File: config.mk
export PLATFORM = sky130hd
export DESIGN_NAME = seg_scan_decoder
export DESIGN_NICKNAME = d
export VERILOG_FILES = /design/src/rtl/seg_scan_pkg.sv /design/src/rtl/seg_glyph_decode.sv /design/src/rtl/seg_scan_decoder.sv
export SDC_FILE = /design/constraint.sdc
export NUM_CORES = 1
export LEC_CHECK = 0
export CORE_MARGIN = 4
export CORE_UTILIZATION = 50
export CTS_CLUSTER_DIAMETER = 30
export DETAILED_ROUTE_END_ITERATION = 8
export GPL_TIMING_DRIVEN = 0
export PLACE_DENSITY = 0.78
export SYNTH_ARGS = -nofsm -noshare
export SYNTH_HDL_FRONTEND = slang
export SYNTH_SLANG_ARGS = --single-unit
export TNS_END_PERCENT = 1
File: constraint.sdc
create_clock -name clk -period 3.7 [get_ports clk]
set_clock_uncertainty 0.05 [all_clocks]
set_input_delay 0.555 -clock clk [delete_from_list [all_inputs] [get_ports clk]]
set_output_delay 0.555 -clock clk [all_outputs]
set_load 0.05 [all_outputs]
File: src/rtl/seg_scan_pkg.sv
// Shared glyph constants, FSM state encodings and decoded-digit bundle
// for the scanned 7-segment receive path.
package seg_scan_pkg;

  localparam logic [6:0] GLYPH_0     = 7'h7E;
  localparam logic [6:0] GLYPH_1     = 7'h30;
  localparam logic [6:0] GLYPH_2     = 7'h6D;
  localparam logic [6:0] GLYPH_3     = 7'h79;
  localparam logic [6:0] GLYPH_4     = 7'h33;
  localparam logic [6:0] GLYPH_5     = 7'h5B;
  localparam logic [6:0] GLYPH_6     = 7'h5F;
  localparam logic [6:0] GLYPH_7     = 7'h70;
  localparam logic [6:0] GLYPH_7ALT  = 7'h72;
  localparam logic [6:0] GLYPH_8     = 7'h7F;
  localparam logic [6:0] GLYPH_9     = 7'h7B;
  localparam logic [6:0] GLYPH_BLANK = 7'h00;
  localparam logic [6:0] GLYPH_A     = 7'h77;
  localparam logic [6:0] GLYPH_B     = 7'h1F;
  localparam logic [6:0] GLYPH_C     = 7'h4E;
  localparam logic [6:0] GLYPH_D     = 7'h3D;
  localparam logic [6:0] GLYPH_E     = 7'h4F;
  localparam logic [6:0] GLYPH_F     = 7'h47;

  typedef enum logic [1:0] {
    CAP_IDLE,
    CAP_TRACK,
    CAP_HOLD
  } cap_state_e;

  typedef enum logic {
    OUT_EMPTY,
    OUT_FULL
  } out_state_e;

  typedef struct packed {
    logic       err;
    logic       blank;
    logic [3:0] value;
  } digit_t;

endpackage

File: src/rtl/seg_glyph_decode.sv
// Combinational segment pattern -> digit decoder.
// Define SEG_HEX_EN to also accept the A..F hex glyphs.
module seg_glyph_decode
  import seg_scan_pkg::*;
(
  input  logic [6:0] seg_i,
  output digit_t     dig_o
);

  always_comb begin
    dig_o = '{err: 1'b0, blank: 1'b0, value: 4'h0};
    case (seg_i)
      GLYPH_0:     dig_o.value = 4'h0;
      GLYPH_1:     dig_o.value = 4'h1;
      GLYPH_2:     dig_o.value = 4'h2;
      GLYPH_3:     dig_o.value = 4'h3;
      GLYPH_4:     dig_o.value = 4'h4;
      GLYPH_5:     dig_o.value = 4'h5;
      GLYPH_6:     dig_o.value = 4'h6;
      GLYPH_7:     dig_o.value = 4'h7;
      GLYPH_7ALT:  dig_o.value = 4'h7;
      GLYPH_8:     dig_o.value = 4'h8;
      GLYPH_9:     dig_o.value = 4'h9;
      GLYPH_BLANK: dig_o.blank = 1'b1;
`ifdef SEG_HEX_EN
      GLYPH_A:     dig_o.value = 4'hA;
      GLYPH_B:     dig_o.value = 4'hB;
      GLYPH_C:     dig_o.value = 4'hC;
      GLYPH_D:     dig_o.value = 4'hD;
      GLYPH_E:     dig_o.value = 4'hE;
      GLYPH_F:     dig_o.value = 4'hF;
`endif
      default: begin
        dig_o.err   = 1'b1;
        dig_o.value = 4'hF;
      end
    endcase
  end

endmodule

File: src/rtl/seg_scan_decoder.sv
// Samples a scanned 7-segment bus and delivers whole decoded frames
// over valid/ready. Hex glyphs depend on SEG_HEX_EN in seg_glyph_decode.
module seg_scan_decoder
  import seg_scan_pkg::*;
#(
  parameter int DIGITS      = 4,
  parameter int STABLE_CNT  = 3,
  parameter int SEG_ACT_LOW = 0
) (
  input  logic                  clk,
  input  logic                  rst,
  input  logic [6:0]            seg_in,
  input  logic [DIGITS-1:0]     dig_sel,
  output logic [4*DIGITS-1:0]   out_value,
  output logic [DIGITS-1:0]     out_blank,
  output logic [DIGITS-1:0]     out_err,
  output logic                  out_valid,
  input  logic                  out_ready,
  output logic                  overrun
);

  localparam int CW = $clog2(STABLE_CNT + 1);

  logic [6:0]        seg_q, seg_prev_q;
  logic [DIGITS-1:0] sel_q, sel_prev_q;
  logic [CW-1:0]     cnt_q, cnt_d;
  cap_state_e        cap_q, cap_d;
  out_state_e        out_q, out_d;
  logic [DIGITS-1:0] mask_q, mask_d;
  digit_t            stage_q [DIGITS];
  logic [4*DIGITS-1:0] val_q;
  logic [DIGITS-1:0] blank_q, err_q;
  logic              ovr_q, ovr_d;
  logic              onehot, same, latch, complete, load;
  digit_t            dec;

  seg_glyph_decode u_dec (
    .seg_i (seg_q),
    .dig_o (dec)
  );

  assign onehot = (sel_q != '0) &&
                  ((sel_q & (sel_q - DIGITS'(1))) == '0);
  assign same   = (seg_q == seg_prev_q) && (sel_q == sel_prev_q);
  assign complete = &mask_q;

  always_comb begin
    cap_d = cap_q;
    cnt_d = cnt_q;
    latch = 1'b0;
    if (!onehot) begin
      cap_d = CAP_IDLE;
      cnt_d = '0;
    end else if (!(cap_q == CAP_HOLD && same)) begin
      cnt_d = (cap_q == CAP_TRACK && same) ? cnt_q + 1'b1 : CW'(1);
      if (cnt_d == CW'(STABLE_CNT)) begin
        latch = 1'b1;
        cap_d = CAP_HOLD;
      end else begin
        cap_d = CAP_TRACK;
      end
    end
  end

  // A completing frame frees the mask, but a digit latched the same cycle
  // already belongs to the next frame.
  assign mask_d = (complete ? '0 : mask_q) | (latch ? sel_q : '0);

  always_comb begin
    out_d = out_q;
    ovr_d = ovr_q;
    load  = 1'b0;
    if (complete) begin
      if (out_q == OUT_EMPTY || out_ready) begin
        load  = 1'b1;
        out_d = OUT_FULL;
      end else begin
        ovr_d = 1'b1;
      end
    end else if (out_q == OUT_FULL && out_ready) begin
      out_d = OUT_EMPTY;
    end
  end

  always_ff @(posedge clk or posedge rst) begin
    if (rst) begin
      seg_q      <= '0;
      sel_q      <= '0;
      seg_prev_q <= '0;
      sel_prev_q <= '0;
      cnt_q      <= '0;
      cap_q      <= CAP_IDLE;
      out_q      <= OUT_EMPTY;
      mask_q     <= '0;
      val_q      <= '0;
      blank_q    <= '0;
      err_q      <= '0;
      ovr_q      <= 1'b0;
      for (int k = 0; k < DIGITS; k++) stage_q[k] <= '0;
    end else begin
      seg_q      <= (SEG_ACT_LOW != 0) ? ~seg_in : seg_in;
      sel_q      <= dig_sel;
      seg_prev_q <= seg_q;
      sel_prev_q <= sel_q;
      cnt_q      <= cnt_d;
      cap_q      <= cap_d;
      out_q      <= out_d;
      mask_q     <= mask_d;
      ovr_q      <= ovr_d;
      for (int k = 0; k < DIGITS; k++) begin
        if (latch && sel_q[k]) stage_q[k] <= dec;
        if (load) begin
          val_q[4*k +: 4] <= stage_q[k].value;
          blank_q[k]      <= stage_q[k].blank;
          err_q[k]        <= stage_q[k].err;
        end
      end
    end
  end

  assign out_value = val_q;
  assign out_blank = blank_q;
  assign out_err   = err_q;
  assign out_valid = (out_q == OUT_FULL);
  assign overrun   = ovr_q;

endmodule

=== Yosys cells after proc, flatten, opt, wreduce, memory -nomap -nowiden ===
Index checks and enable logic that the tools add are counted.

* Flip-flop bits (word level): 80
* Output and inout port bits: 26
* Logic and storage cells: 87

* Add/subtract/negate cells: 2
* Equality and inequality tests: 18
* Muxes and demuxes: 19
* Bitwise operators: 4
* Reduce and logical (&&, ||, !) cells: 20

{| class="wikitable"
|+ Operators with widths
! cell !! count
|-
| $eq 7x7->1 const B || 9
|-
| $pmux 4 s10 || 1
|-
| $eq 7x6->1 const B || 2
|-
| $mux 2 || 6
|-
| $reduce_or 12->1 || 1
|-
| $mux 1 || 10
|-
| $logic_and 1x1->1 || 9
|-
| $mux 4 || 2
|-
| $eq 7x7->1 || 1
|-
| $logic_not 7->1 || 1
|-
| $reduce_and 5->1 || 1
|-
| $and 4x4->4 || 1
|-
| $eq 2x2->1 const B || 2
|-
| $eq 4x4->1 || 1
|-
| $logic_not 4->1 || 1
|-
| $or 4x4->4 || 1
|-
| $reduce_and 4->1 || 1
|-
| $reduce_bool 4->1 || 1
|-
| $reduce_or 2->1 || 2
|-
| $sub 4x1->4 const B || 1
|-
| $add 2x1->2 const B || 1
|-
| $eq 2x1->1 const B || 1
|-
| $ne 2x1->1 const B || 1
|-
| $ne 2x2->1 const B || 1
|-
| other kinds (4) || 5
|}

=== Depth between registers and ports, before layout ===
* Depth in word-level cells: 10
* Depth in mapped cells: 6
* Mapped depth without buffers: 5

=== By module ===
Synthesis repeated with hierarchy kept, for this count alone.

* Cell total of the unflattened synthesis: 229
* Area, all modules: 3201.8 um^2

{| class="wikitable"
|+ Modules (own cells, without submodules)
! module !! instances !! cells an instance !! area an instance (um^2)
|-
| seg_scan_decoder || 1 || 187 || 2905.3
|-
| seg_glyph_decode || 1 || 42 || 296.5
|}

=== Worst setup path before layout ===
Ideal clock, no wire load.

* Path kind: register to register
* From: register seg_q[2]
* To: register stage_q[21] in the netlist's numbering
* Arrival: 2.005 ns
* Slack: 1.521 ns
* Stages on the path, launching flop included: 7
* Buffers on the path: 1
* Clock period less this slack: 2.179 ns
* Cells stage by stage: dfrtp_1 -> buf_2 -> or3_4 -> or4_4 -> and4_4 -> o21bai_4 -> mux2_2

* Longest elaborated chain between the ends: 9

{| class="wikitable"
|+ RTL lines
! item !! RTL line !! source
|-
| start, declared || seg_scan_decoder.sv:24 || <nowiki>logic [6:0] seg_q, seg_prev_q;</nowiki>
|-
| start signal, assigned || seg_scan_decoder.sv:101 || <nowiki>seg_q <= (SEG_ACT_LOW != 0) ? ~seg_in : seg_in;</nowiki>
|-
| $eq 7x7->1 || seg_scan_decoder.sv:44 || <nowiki>assign same = (seg_q == seg_prev_q) && (sel_q == sel_prev_q);</nowiki>
|-
| $logic_and 1x1->1 || seg_scan_decoder.sv:44 ||
|-
| $logic_and 1x1->1 || seg_scan_decoder.sv:55 || <nowiki>cnt_d = (cap_q == CAP_TRACK && same) ? cnt_q + 1'b1 : CW'(1);</nowiki>
|-
| $mux 2 || seg_scan_decoder.sv:55 ||
|-
| $eq 2x2->1 || seg_scan_decoder.sv:56 || <nowiki>if (cnt_d == CW'(STABLE_CNT)) begin</nowiki>
|-
| $mux 1 || seg_scan_decoder.sv:56 ||
|-
| $mux 1 || seg_scan_decoder.sv:54 || <nowiki>end else if (!(cap_q == CAP_HOLD && same)) begin</nowiki>
|-
| $mux 1 || seg_scan_decoder.sv:51 || <nowiki>if (!onehot) begin</nowiki>
|-
| $logic_and 1x1->1 || seg_scan_decoder.sv:111 || <nowiki>if (latch && sel_q[k]) stage_q[k] <= dec;</nowiki>
|-
| end signal, assigned by index || seg_scan_decoder.sv:111 ||
|-
| end, declared || seg_scan_decoder.sv:30 || <nowiki>digit_t stage_q [DIGITS];</nowiki>
|}

Parallel ways exist; a longest one is shown, timed or not.
A chain may end at the register's enable or synchronous reset.

=== Final worst setup path ===
* From: register seg_q[2]
* To: register stage_q[7] in the netlist's numbering

The elaborated chain is that of the path after synthesis.

==> out/summary.md <==
The flow ran to the end, and the final reports show no timing, DRC or antenna violations. The net switching fraction of the power came out at 21.86%. In this run the worst path has a maximum fanout of 9. The worst path uses 64.48% of the clock period. TritonCTS built the clock tree. The logs give 80 for the number of sinks on the clock net and 249 for the number of nets in the synthesized netlist. The area growth from synthesis to layout is 21.99%.

Setup violations remaining at the end of the flow were counted as 0. The detail route stage leaves a number of antenna-violating nets equal to 0. The logs give 117 for the DRC violation total after the first TritonRoute iteration and 0 for the global route total overflow.

STA classifies the critical path endpoint as a flip-flop. The routed design could run at a clock period as short as 2386 ps. The detail-routed via count per cell came out at 5.348.

The layout cell share with drive strength beyond 1 was 28.87%. The first global-routing pass estimated 9963 um of wire. The initial core utilization is 52.19%. Max-cap violations in this run came to 0. The tools report the combinational cell fraction of total power as 5.9%.

After detailed routing, the number of remaining DRC violations is 0. Post-CTS timing repair inserted 0 buffers for setup. After floorplanning, the core was divided into 29 placement rows. The power per standard cell area works out to 415.5 mW/mm2. The count of input and output buffers was 39. The buffers plus inverters on the worst setup path works out to 1. The portion of total power attributed to sequential cells came out at 52.8%. The endpoint required time on the critical path is 3870 ps. The routed layout has 1968 vias. The worst hold slack is 327.1 ps, and the synthesis-stage register bit count is 80. At the worst endpoint, the arrival time is 2560 ps. Along the worst hold path, the cell count comes to 0.

For the placer's final routability congestion estimate, the log shows 0.7744. The cell at the root of the clock tree is sky130_fd_sc_hd__clkbuf_8. Gates resized during post-CTS repair numbered 0. Worst min-delay path category: reg -> reg.

After detailed routing, the average wire length per cell comes to 15.93 um. The critical path crosses 6 cells after its start point. The number of hold violations in the final report was 0; the top-level I/O count was 40. Timing would allow up to 0.4192 GHz. The tools report the net switching power as 0.3714 mW. The floorplan step defined a core boundary enclosing 0.006422 mm2.

The clock latency of the later-clocked register in the worst-skew pair was 340 ps; the floorplan die height was 89.88 um. The detailed placement HPWL is 3945 um. The number of detailed-routing iterations run before antenna repair is 4, and the transition time of the tightest slew-check pin is 674.3 ps. The diode insertion count for antenna repair was 0. Traced cell by cell, the critical path runs through buf_2 -> or3_4 -> nor4_4 -> a211oi_1 -> or4_4 -> mux2_2. Synthesis produced a netlist whose cell count is 235. A synthesized cell averages 14.26 um2. The count of final max-slew check failures came out at 0. The tools report the via count of the first global-routing pass as 2038. From left edge to right edge, the die measures 89.88 um. The setup path with the least slack is of type reg -> reg. The worst setup path is launched from a flip-flop. For the maximum clock path buffer count, the log shows 2.

The die covers 0.008078 mm2. The number of warning messages in the yosys log is 0. In this design, the stage delay of the slowest critical-path cell is 530 ps. In this run, the clock network consumes 41.3% of the power. The share of the Yosys chip area taken by registers is 59.72%. The total negative slack is 0 ps, and the leakage dissipation is 1.925 nW.

Clock tree synthesis inserted a total of 9 buffers. Global routing used 15.52% of the available tracks across all layers. The H-tree was split into 3 levels. Number of antenna violations at the first check in global routing: 0. In this run, post-CTS hold repair placed 0 buffers. The net count of the finished layout is 300. The placed standard-cell area is 0.003869 mm2. The worst-case reg-to-reg path depth was 6; the total length of routed wires was 5864 um. The count of unique library cells instantiated by Yosys was 44. Internal power component: 1.328 mW. The post-CTS clock slew at the launch and capture registers of the worst setup and hold paths came out at 70 ps.

The slowest stage of the critical path belongs to the cell sky130_fd_sc_hd__or4_4. Setup repair after global routing left no endpoint under its margin. In this run the tightest slew margin relative to its limit is 55.04%. VDD sags by at most 0.3217 mV. The largest delay contributor family on the critical path is simple AND/OR/NAND/NOR gates.

Entering global routing, the biggest net connects 61 pins. The final standard cell area without fillers was 0.004089 mm2; the fill cell instance count of the final layout was 497. Summing every instance area after synthesis gives 0.003352 mm2.
metrics by stage:
stage | util, % | setup slack (ps) | power, mW | std cells
2_1_floorplan | - | 1043 | 0.9810 | 235
3_3_place_gp | 59.77 | -160.3 | 1.009 | 351
3_5_place_dp | 60.24 | 1061 | 1.016 | 352
4_1_cts | 63.67 | 1300 | 1.714 | 368
5_1_grt | 63.67 | 1187 | 1.772 | 368
6_report | 63.67 | 1314 | 1.699 | 368
cell families (layout without fill, tap and decap cells):
group           count (synthesis)  count (layout)  share of synthesized area [%]
flops                          80              80                          59.72
simple gates                   60              60                          12.13
mux                            50              50                          17.39
compound gates                 18              18                          5.039
buf+inv                        14              70                          2.314
xor+xnor                       13              13                          3.397
cells in the mapped netlist (all sizes together):
master | count | area [um2]
or2 | 1 | 6.260
a21o | 1 | 7.510
mux2 | 48 | 563.0
and3b | 1 | 8.760
nand4bb | 1 | 11.26
clkbuf | 3 | 11.26
a31o | 1 | 8.760
mux2i | 2 | 20.02
o21bai | 4 | 52.55
xor2 | 2 | 17.52
a211oi | 1 | 7.510
or4 | 2 | 22.52
a21oi | 4 | 23.77
dfrtp | 80 | 2002
and4 | 1 | 11.26
inv | 2 | 7.510
buf | 9 | 58.80
nor3 | 1 | 5.000
nor4b | 1 | 23.77
and2 | 1 | 6.260
o21ai | 1 | 5.000
xnor2 | 11 | 96.34
o22ai | 3 | 18.77
or3 | 1 | 11.26
or4b | 1 | 10.01
nor4 | 1 | 21.27
and3 | 1 | 6.260
o22a | 2 | 17.52
nand3 | 4 | 20.02
nand4 | 6 | 37.54
a2111oi | 1 | 27.53
nor2b | 4 | 25.02
nand2b | 5 | 31.28
nor2 | 7 | 26.28
nand3b | 2 | 15.01
nor4bb | 1 | 10.01
nand2 | 18 | 97.59
layout by cell type, fill, tap and decap left out, drive strengths merged, types with 4 or more instances in the layout:
| cell type | n |
|---|---|
| a21oi | 4 |
| buf | 10 |
| clkbuf | 13 |
| clkdlybuf4s50 | 39 |
| dfrtp | 80 |
| mux2 | 48 |
| nand2 | 18 |
| nand2b | 5 |
| nand3 | 4 |
| nand4 | 6 |
| nor2 | 7 |
| nor2b | 4 |
| o21bai | 4 |
| xnor2 | 11 |
routing by layer:
layer	up-vias	GRT usage (%)	routed length (um)
met1	1002	20.70	2786
met4	0	6.760	95
met5	-	0	0
met3	5	3.840	186
li1	928	-	-
met2	33	24.25	2795
area by class of cell:
type / instances / area (um2) / share of cell area, %
Buffer: 12 / 70.07 / 1.714
Tap cell: 77 / 96.34 / 2.356
Clock buffer: 10 / 137.6 / 3.366
Sequential cell: 80 / 2002 / 48.96
Inverter: 2 / 10.01 / 0.2448
Multi-Input combinational cell: 141 / 1272 / 31.12
Clock inverter: 6 / 82.58 / 2.020
Timing Repair Buffer: 40 / 417.9 / 10.22
power by group through the flow:
stage	clock network (mW)	logic (mW)	registers, mW
final	0.702	0.0997	0.898
after CTS	0.715	0.102	0.898
after global placement	0	0.0942	0.914
after global routing	0.761	0.112	0.899
after floorplan	0	0.0684	0.913
after detailed placement	0	0.101	0.915
worst paths after layout:
kind,start,endpoint,slack (ps)
max in group asynchronous,rst,stage_q[7]$_DFFE_PP0P_,2560
max,seg_q[2]$_DFF_PP0_,stage_q[7]$_DFFE_PP0P_,1310
min in group asynchronous,rst,cap_q[0]$_DFFE_PP0P_,460
min,seg_q[0]$_DFF_PP0_,seg_prev_q[0]$_DFF_PP0_,330
min reg2reg,seg_q[0]$_DFF_PP0_,seg_prev_q[0]$_DFF_PP0_,330
max reg2reg,seg_q[2]$_DFF_PP0_,stage_q[7]$_DFFE_PP0P_,1310
sequential cells by signal (all words and copies together) (netlist names), 4 cells and up:
signal	flops
out_value	16
sel_q	4
out_blank	4
stage_q	24
out_err	4
seg_q	7
mask_q	4
sel_prev_q	4
seg_prev_q	7
Power figures use the tool's default switching activity.
